`config.mk`:
```
export PLATFORM = sky130hd
export DESIGN_NAME = muldiv_unit
export DESIGN_NICKNAME = d
export VERILOG_FILES = /design/src/rtl/muldiv_unit.sv
export SDC_FILE = /design/constraint.sdc
export NUM_CORES = 2
export LEC_CHECK = 0
export ABC_AREA = 0
export BUFFER_PORTS_ARGS = -buffer_cell sky130_fd_sc_hd__buf_2
export CORE_MARGIN = 4
export CORE_UTILIZATION = 54
export CTS_BUF_LIST = sky130_fd_sc_hd__clkbuf_4 sky130_fd_sc_hd__clkbuf_8
export DETAILED_ROUTE_END_ITERATION = 16
export PLACE_DENSITY = 0.7
export SYNTH_ARGS = -nofsm -noshare
export SYNTH_HDL_FRONTEND = slang
export SYNTH_SLANG_ARGS = --single-unit
```
`constraint.sdc`:
```
create_clock -name clk_i -period 10.85 [get_ports clk_i]
set_clock_uncertainty 0.1 [all_clocks]
set_input_delay 1.6275 -clock clk_i [delete_from_list [all_inputs] [get_ports clk_i]]
set_output_delay 1.6275 -clock clk_i [all_outputs]
set_load 0.02 [all_outputs]
```
`src/rtl/muldiv_unit.sv`:
```
// RV32M/RV64M multiply/divide execute unit: pipelined multiplier, iterative
// restoring divider, valid/ready handshakes on both sides and a flush kill.
module muldiv_unit #(
    parameter int XLEN       = 32,
    parameter int DIV_BITS   = 1,
    parameter int MUL_STAGES = 1
) (
    input  logic            clk_i,
    input  logic            rst_ni,
    input  logic            in_valid_i,
    output logic            in_ready_o,
    input  logic [4:0]      op_i,
    input  logic [XLEN-1:0] rs1_i,
    input  logic [XLEN-1:0] rs2_i,
    input  logic            kill_i,
    output logic            out_valid_o,
    input  logic            out_ready_i,
    output logic [XLEN-1:0] result_o,
    output logic            busy_o
);

    localparam logic [4:0] OP_MUL    = 5'b01010;
    localparam logic [4:0] OP_MULH   = 5'b01011;
    localparam logic [4:0] OP_MULHSU = 5'b01100;
    localparam logic [4:0] OP_MULHU  = 5'b01101;
    localparam logic [4:0] OP_DIV    = 5'b01110;
    localparam logic [4:0] OP_REM    = 5'b10000;
    localparam logic [4:0] OP_REMU   = 5'b10001;

    localparam logic [XLEN-1:0] SMIN     = {1'b1, {(XLEN-1){1'b0}}};
    localparam logic [7:0]      MUL_LAST = 8'(MUL_STAGES - 1);
    localparam logic [7:0]      DIV_LAST = 8'(XLEN / DIV_BITS - 1);

    typedef enum logic [2:0] {IDLE, MUL, DIV, FIX, DONE} state_t;

    state_t          state_q, state_n;
    logic            accept;
    logic [4:0]      op_q;
    logic [XLEN-1:0] a_q, b_q, result_q;
    logic [7:0]      cnt_q;
    logic [XLEN-1:0] dv_quo_q, dv_rem_q, dv_den_q, dv_quo_n, dv_rem_n;
    logic [XLEN:0]   dv_shift;
    logic            neg_q_q, neg_r_q;

    // Request decode happens on the live inputs so the fast path resolves at accept.
    logic            is_mul_in, is_div_in, signed_in, rem_in, div_zero_in, ovf_in, fast_in;
    logic [XLEN-1:0] fast_result, rs1_mag, rs2_mag;

    assign accept      = in_valid_i && in_ready_o;
    assign is_mul_in   = (op_i >= OP_MUL) && (op_i <= OP_MULHU);
    assign is_div_in   = (op_i >= OP_DIV) && (op_i <= OP_REMU);
    assign signed_in   = (op_i == OP_DIV) || (op_i == OP_REM);
    assign rem_in      = (op_i == OP_REM) || (op_i == OP_REMU);
    assign div_zero_in = (rs2_i == '0);
    assign ovf_in      = signed_in && (rs1_i == SMIN) && (rs2_i == '1);
    assign fast_in     = !is_mul_in && (!is_div_in || div_zero_in || ovf_in);
    assign rs1_mag     = (signed_in && rs1_i[XLEN-1]) ? -rs1_i : rs1_i;
    assign rs2_mag     = (signed_in && rs2_i[XLEN-1]) ? -rs2_i : rs2_i;

    always_comb begin
        fast_result = '0;
        if (is_div_in) begin
            if (div_zero_in)
                fast_result = rem_in ? rs1_i : '1;
            else if (ovf_in)
                fast_result = rem_in ? '0 : rs1_i;
        end
    end

    // Sign-extending to 2*XLEN gives the same low 2*XLEN bits as an (XLEN+1)-bit signed product.
    logic            mul_sa, mul_sb;
    logic [2*XLEN-1:0] mul_a, mul_b, mul_prod;
    logic [XLEN-1:0] mul_sel, mul_out;

    assign mul_sa   = ((op_q == OP_MULH) || (op_q == OP_MULHSU)) && a_q[XLEN-1];
    assign mul_sb   = (op_q == OP_MULH) && b_q[XLEN-1];
    assign mul_a    = {{XLEN{mul_sa}}, a_q};
    assign mul_b    = {{XLEN{mul_sb}}, b_q};
    assign mul_prod = mul_a * mul_b;
    assign mul_sel  = (op_q == OP_MUL) ? mul_prod[XLEN-1:0] : mul_prod[2*XLEN-1:XLEN];

    generate
        if (MUL_STAGES == 1) begin : g_mul_direct
            assign mul_out = mul_sel;
        end else begin : g_mul_pipe
            logic [XLEN-1:0] pipe [MUL_STAGES-1];
            always_ff @(posedge clk_i or negedge rst_ni) begin
                if (!rst_ni) begin
                    for (int i = 0; i < MUL_STAGES - 1; i++) pipe[i] <= '0;
                end else begin
                    pipe[0] <= mul_sel;
                    for (int i = 1; i < MUL_STAGES - 1; i++) pipe[i] <= pipe[i-1];
                end
            end
            assign mul_out = pipe[MUL_STAGES-2];
        end
    endgenerate

    always_comb begin
        dv_rem_n = dv_rem_q;
        dv_quo_n = dv_quo_q;
        dv_shift = '0;
        for (int k = 0; k < DIV_BITS; k++) begin
            dv_shift = {dv_rem_n, dv_quo_n[XLEN-1]};
            dv_quo_n = {dv_quo_n[XLEN-2:0], 1'b0};
            if (dv_shift >= {1'b0, dv_den_q}) begin
                dv_rem_n    = dv_shift[XLEN-1:0] - dv_den_q;
                dv_quo_n[0] = 1'b1;
            end else begin
                dv_rem_n = dv_shift[XLEN-1:0];
            end
        end
    end

    logic [XLEN-1:0] quo_fix, rem_fix, fix_result;
    assign quo_fix    = neg_q_q ? -dv_quo_q : dv_quo_q;
    assign rem_fix    = neg_r_q ? -dv_rem_q : dv_rem_q;
    assign fix_result = ((op_q == OP_REM) || (op_q == OP_REMU)) ? rem_fix : quo_fix;

    always_ff @(posedge clk_i or negedge rst_ni) begin
        if (!rst_ni) state_q <= IDLE;
        else         state_q <= state_n;
    end

    always_comb begin
        state_n = state_q;
        unique case (state_q)
            IDLE: if (accept) state_n = is_mul_in ? MUL : (fast_in ? DONE : DIV);
            MUL:  if (cnt_q == MUL_LAST) state_n = DONE;
            DIV:  if (cnt_q == DIV_LAST) state_n = FIX;
            FIX:  state_n = DONE;
            DONE: if (out_ready_i) state_n = IDLE;
            default: state_n = IDLE;
        endcase
        if (kill_i) state_n = IDLE;
    end

    always_comb begin
        in_ready_o  = (state_q == IDLE) && rst_ni && !kill_i;
        out_valid_o = (state_q == DONE);
        busy_o      = (state_q != IDLE);
    end

    always_ff @(posedge clk_i or negedge rst_ni) begin
        if (!rst_ni) begin
            op_q     <= '0;
            a_q      <= '0;
            b_q      <= '0;
            cnt_q    <= '0;
            dv_quo_q <= '0;
            dv_rem_q <= '0;
            dv_den_q <= '0;
            neg_q_q  <= 1'b0;
            neg_r_q  <= 1'b0;
            result_q <= '0;
        end else if (accept) begin
            op_q     <= op_i;
            a_q      <= rs1_i;
            b_q      <= rs2_i;
            cnt_q    <= '0;
            dv_quo_q <= rs1_mag;
            dv_rem_q <= '0;
            dv_den_q <= rs2_mag;
            neg_q_q  <= signed_in && (rs1_i[XLEN-1] ^ rs2_i[XLEN-1]);
            neg_r_q  <= signed_in && rs1_i[XLEN-1];
            if (fast_in) result_q <= fast_result;
        end else if (!kill_i) begin
            unique case (state_q)
                MUL: begin
                    cnt_q <= cnt_q + 8'd1;
                    if (cnt_q == MUL_LAST) result_q <= mul_out;
                end
                DIV: begin
                    cnt_q    <= cnt_q + 8'd1;
                    dv_quo_q <= dv_quo_n;
                    dv_rem_q <= dv_rem_n;
                end
                FIX:     result_q <= fix_result;
                default: ;
            endcase
        end
    end

    assign result_o = result_q;

endmodule
```
Word level (Yosys, flattened, before mapping) --
Cells that the tools add are included.
Word-level totals: register bits 210, latch bits 0, RAM bits 0, bits in read-only memories 0, logic and storage cells 115, memories kept 0
Cells by class: add/subtract/negate cells 6, multiply operators 1, divide/modulo/power cells 0, order comparisons 5, eq/ne operators 22, shift operators 0, multiplexer cells 35, bitwise gates (word level) 1, reduce and logical (&&, ||, !) cells 34
Operators by type and width (count):
- 2-to-1 mux 32 bit | 22
- negation 32 bit | 4
- equality test 32 bit (second input constant) | 2
- multiplier 33 x 33 -> 64 bit | 1
- case mux 32 bit (2 select lines) | 1
- >= comparator 33 x 32 -> 1 bit | 1
- zero test 32 bit | 1
- subtractor 32 bit | 1
- 2-to-1 mux 8 bit | 3
- 2-to-1 mux 3 bit | 7
- equality test 5 x 4 -> 1 bit (second input constant) | 4
- equality test 5 bit (second input constant) | 4
- case mux 3 bit (5 select lines) | 1
- logical AND 1 bit | 13
- inequality test 3 bit (second input constant) | 4
- >= comparator 5 x 4 -> 1 bit (second input constant) | 2
- adder 8 x 1 -> 8 bit (second input constant) | 1
- equality test 8 x 5 -> 1 bit (second input constant) | 1
- zero test 8 bit | 1
- AND reduction 4 bit | 2
- equality test 3 x 2 -> 1 bit (second input constant) | 2
- logical OR 1 bit | 6
- nonzero test 3 bit | 2
- less-or-equal comparator 5 x 4 -> 1 bit (second input constant) | 1
- other kinds (12) | 17

Longest topological paths before layout --
depth in word-level cells 11, mapped depth 33

Worst setup path after synthesis --
OpenSTA, ideal clock, no wires.
kind reg2reg, from register op_q[2], to register result_q[29], in the netlist result_o[29], library setup time 0.128 ns, arrival time 8.552 ns, slack 2.070 ns, cell stages (with the launch flop) 32, clock period less this slack 8.780 ns, cells stage by stage dfrtp_1 -> nor2b_1 -> nand2_1 -> a21oi_1 -> clkbuf_1 -> clkbuf_1 -> nand2_1 -> fa_1 -> fa_1 -> inv_1 -> fa_1 -> inv_1 -> fa_1 -> inv_1 -> fa_1 -> fa_1 -> fa_1 -> inv_1 -> fa_1 -> inv_1 -> ha_1 -> a21o_1 -> a211o_1 -> a211oi_1 -> o21ai_0 -> a31oi_1 -> o21ai_1 -> a31oi_1 -> o21ai_0 -> xor2_1 -> o221ai_1 -> nand3_1
On the way: word-level cells in the longest chain between the ends 9, elaborated cells between the ends (all ways) 16, classes of those cells mul (1); eq/ne (5); mux (6); reduce/logical (4)
Ends and longest elaborated chain:
- from (decl) | RTL line 38 | logic [4:0] op_q;
- from (signal assigned) | RTL line 157 | op_q <= op_i;
- equality test 5 x 4 -> 1 bit (on tied branches) | RTL line 75, 76
- logical OR 1 bit | RTL line 75 | assign mul_sa = ((op_q == OP_MULH) || (op_q == OP_MULHSU)) && a_q[XLEN-1];
- logical AND 1 bit | RTL line 75
- multiplier 33 x 33 -> 64 bit | RTL line 79 | assign mul_prod = mul_a * mul_b;
- 2-to-1 mux 32 bit | RTL line 80 | assign mul_sel = (op_q == OP_MUL) ? mul_prod[XLEN-1:0] : mul_prod[2*XLEN-1:XLEN];
- 2-to-1 mux 32 bit | RTL line 171 | if (cnt_q == MUL_LAST) result_q <= mul_out;
- case mux 32 bit (2 select lines) (*) | RTL line 168 | unique case (state_q)
- 2-to-1 mux 32 bit (*) | RTL line 167 | end else if (!kill_i) begin
- 2-to-1 mux 32 bit (*) | RTL line 156 | end else if (accept) begin
- to (signal assigned) | RTL line 166 | if (fast_in) result_q <= fast_result;
- to (signal assigned) | RTL line 171
- to (signal assigned) | RTL line 178 | FIX: result_q <= fix_result;
- to (decl) | RTL line 39 | logic [XLEN-1:0] a_q, b_q, result_q;
Mark *: on every way between the ends. The rest lies on a longest branch, timed or not. The select of a mux whose other input is x is not followed. A chain may end at the register's enable or synchronous reset.

Worst setup path after layout --
Same ends and word-level chain as after synthesis.

==> run summary <==
Final Cycle Share = 87.8%
Post-CTS Setup Repair Bufs = 0
Drt wl/cell = 20.1 um
CTS Buf Count = 39
Worst path max stage delay = 0.76 ns
R2R setup slack = 1.32 ns
Root Buffer = clkbuf_8
Vias in the first global route = 43211
Hold Buf Count CTS = 0
Area of the multi-input gates = 41000 um2
Initial antenna violation count = 3
Yosys warning total = 0
Post-route ant nets = 0
Total negative setup slack = 0 ns
Post-DP HPWL = 119 mm
Hold Vio Cnt, Final = 0
Die Width = 319 um
Status = complete, no violations
Nets@finish = 7420
WS Path Type = register to register
Async SR Flop Fraction = 100%
Number of synthesized flops with an enable pin = 0
Area growth syn-to-layout = 4.62%
DR DRC count = 0
DR vias/cell = 5.68
Clock Pin Slew Worst Setup and Hold Paths = 0.06 ns
CP endpoint kind = register
Starting Density = 54.7%
Mapped Cells = 6057
Flops & latches, synth = 209
Max Freq = 0.105 GHz
CTS Buffer Depth = 3
Critical Path RT = 11.20 ns
Worst endpoint data arrival time = 9.88 ns
# clock sinks = 209
Min Clock Period, post-route = 9.53 ns
Post-synthesis sequential area ratio = 10.0%
Seq. cell area = 5240 um2
RSZ-0062 raised after global routing = false
Die area = 101000 um2
Share of cells above drive strength 1 = 5.29%
Via Count = 41229
Post-Syn Area = 52100 um2
First-pass GRT wire length = 238 mm
Fill cell count = 8678
H-tree depth = 2
Largest net degree at the start of global routing = 158
Synth top area share = 43.3%
GRT overflow = 0
DRT Wirelength = 146 mm
CTS tree = built
Area contributors post-synth = fa_1 43%, dfrtp_1 10%, inv_1 8.9%, nand2_1 8.7%, ha_1 6.0%
Worst skew pair latency = 0.58 ns
IO Port Bufs = 108
Worst setup SP type = register
CP max stage cell = fa_1
Post_cts resized = 0
Max-cap violations = 0
Predominant post-synthesis flop cell = dfrtp_1
Pre-antenna DRT Iters = 6
Slew HR = 17.5%
Detailed Route Iter0 Violations = 3269
Synth area leader = fa_1
Min-Delay Path Class = register to register
Routability cong. = 0.966
Yosys cell types = 76
# IOs = 109
Worst Max-Slew Pin Slew = 1.24 ns
Final Setup Violations = 0
# rows = 113
Core area = 95300 um2
Mean post-synth cell area = 8.60 um2
Pins over their slew limit = 0
Worst path most repeated cell = fa_1
Chip height = 319 um
Global Route Usage Sum = 29.3%
Post-Synthesis Net Count = 7508
Max FO, Critical Path = 31
layer usage:
metal	vias up	track usage (%)	part of all wire [%]
li1	18079	-	-
met1	21274	39.9	41
met2	1555	49.2	48
met3	321	3.62	7.0
met4	0	9.85	3.9
met5	-	0	0
path summary, 6_finish.rpt:
| check | start | endpoint | cells past startpoint |
|---|---|---|---|
| max in group asynchronous | rst_ni | b_q[12] | 2 |
| hold / removal | dv_den_q[9] | dv_den_q[9] | 2 |
| hold reg to reg | dv_den_q[9] | dv_den_q[9] | 2 |
| min in group asynchronous | rst_ni | dv_den_q[10] | 1 |
| setup reg to reg | op_q[2] | result_o[29] | 30 |
| setup / recovery | op_q[2] | result_o[29] | 30 |
synth_stat cells (all sizes together) (35+ instances only):
cell type,number
nand4,35
xor2,88
a31oi,40
nand3,55
a21oi,184
a21o,54
nand2,1207
o21ai,219
fa,1126
dfrtp,209
and2,319
xnor2,134
nor2,182
inv,1232
ha,251
clkbuf,320
critical path: cells and delay by family, from the launching register on:
kind / cells / cell delay, ns
simple gates: 4 / 0.61
xor+xnor: 1 / 0.16
fa+ha+maj: 9 / 4.88
flops: 1 / 0.42
compound gates: 10 / 1.95
buf+inv: 6 / 1.24
logic make-up after synthesis:
logic type               after synthesis  share of synthesized area [%]
adder cells (fa/ha/maj)             1377                           49.3
AO/OA/AOI/OAI                        702                           8.28
flip-flops                           209                           10.0
XOR/XNOR                             222                           3.73
AND/OR/NAND/NOR                     1970                           17.1
multiplexers                          11                          0.214
buffers and inverters               1566                           11.3
flip-flops by register name (all words and copies together) (netlist names):
name	flops
a_q	32
b_q	32
dv_quo_q	32
dv_rem_q	32
result_o	32
dv_den_q	31
cnt_q	8
op_q	5
state_q	3
neg_q_q	1
neg_r_q	1
placed cells by master (no fill, tap or decap), types with 88 or more instances in the layout:
master / Yosys / routed
nand2_1: 1207 / 1207
buf_2: 3 / 107
nor2_1: 181 / 179
o21ai_0: 215 / 215
ha_1: 251 / 251
xnor2_1: 134 / 134
and2_1: 319 / 319
inv_1: 1232 / 1232
buf_4: 0 / 95
xor2_1: 88 / 88
a21oi_1: 184 / 183
dfrtp_1: 209 / 201
fa_1: 1126 / 1126
layout make-up:
cell class	instances	share of cell area, %
Timing Repair Buffer	205	2.39
Clock inverter	2	0.0230
Multi-Input combinational cell	4282	75.2
Tap cell	1265	2.90
Sequential cell	209	9.62
Inverter	1232	8.49
Clock buffer	59	1.36
Antenna cell	3	0.0138
through the flow:
step	instance area, um2	hold WS, ns	util (%)	worst slack (ns)	cells
final	54500	0.375	57.2	1.32	7257
after floorplan	52100	0.350	-	2.07	6057
after CTS	54500	0.377	57.2	1.29	7254
after global routing	54500	0.405	57.2	0.634	7256
after detailed placement	53700	0.365	56.4	1.35	7193
after global placement	53700	0.358	56.4	1.53	7193
Power is left out: the tool's default activity adds up to more than one toggle a clock period on the data nets, which glitch-free logic cannot reach.
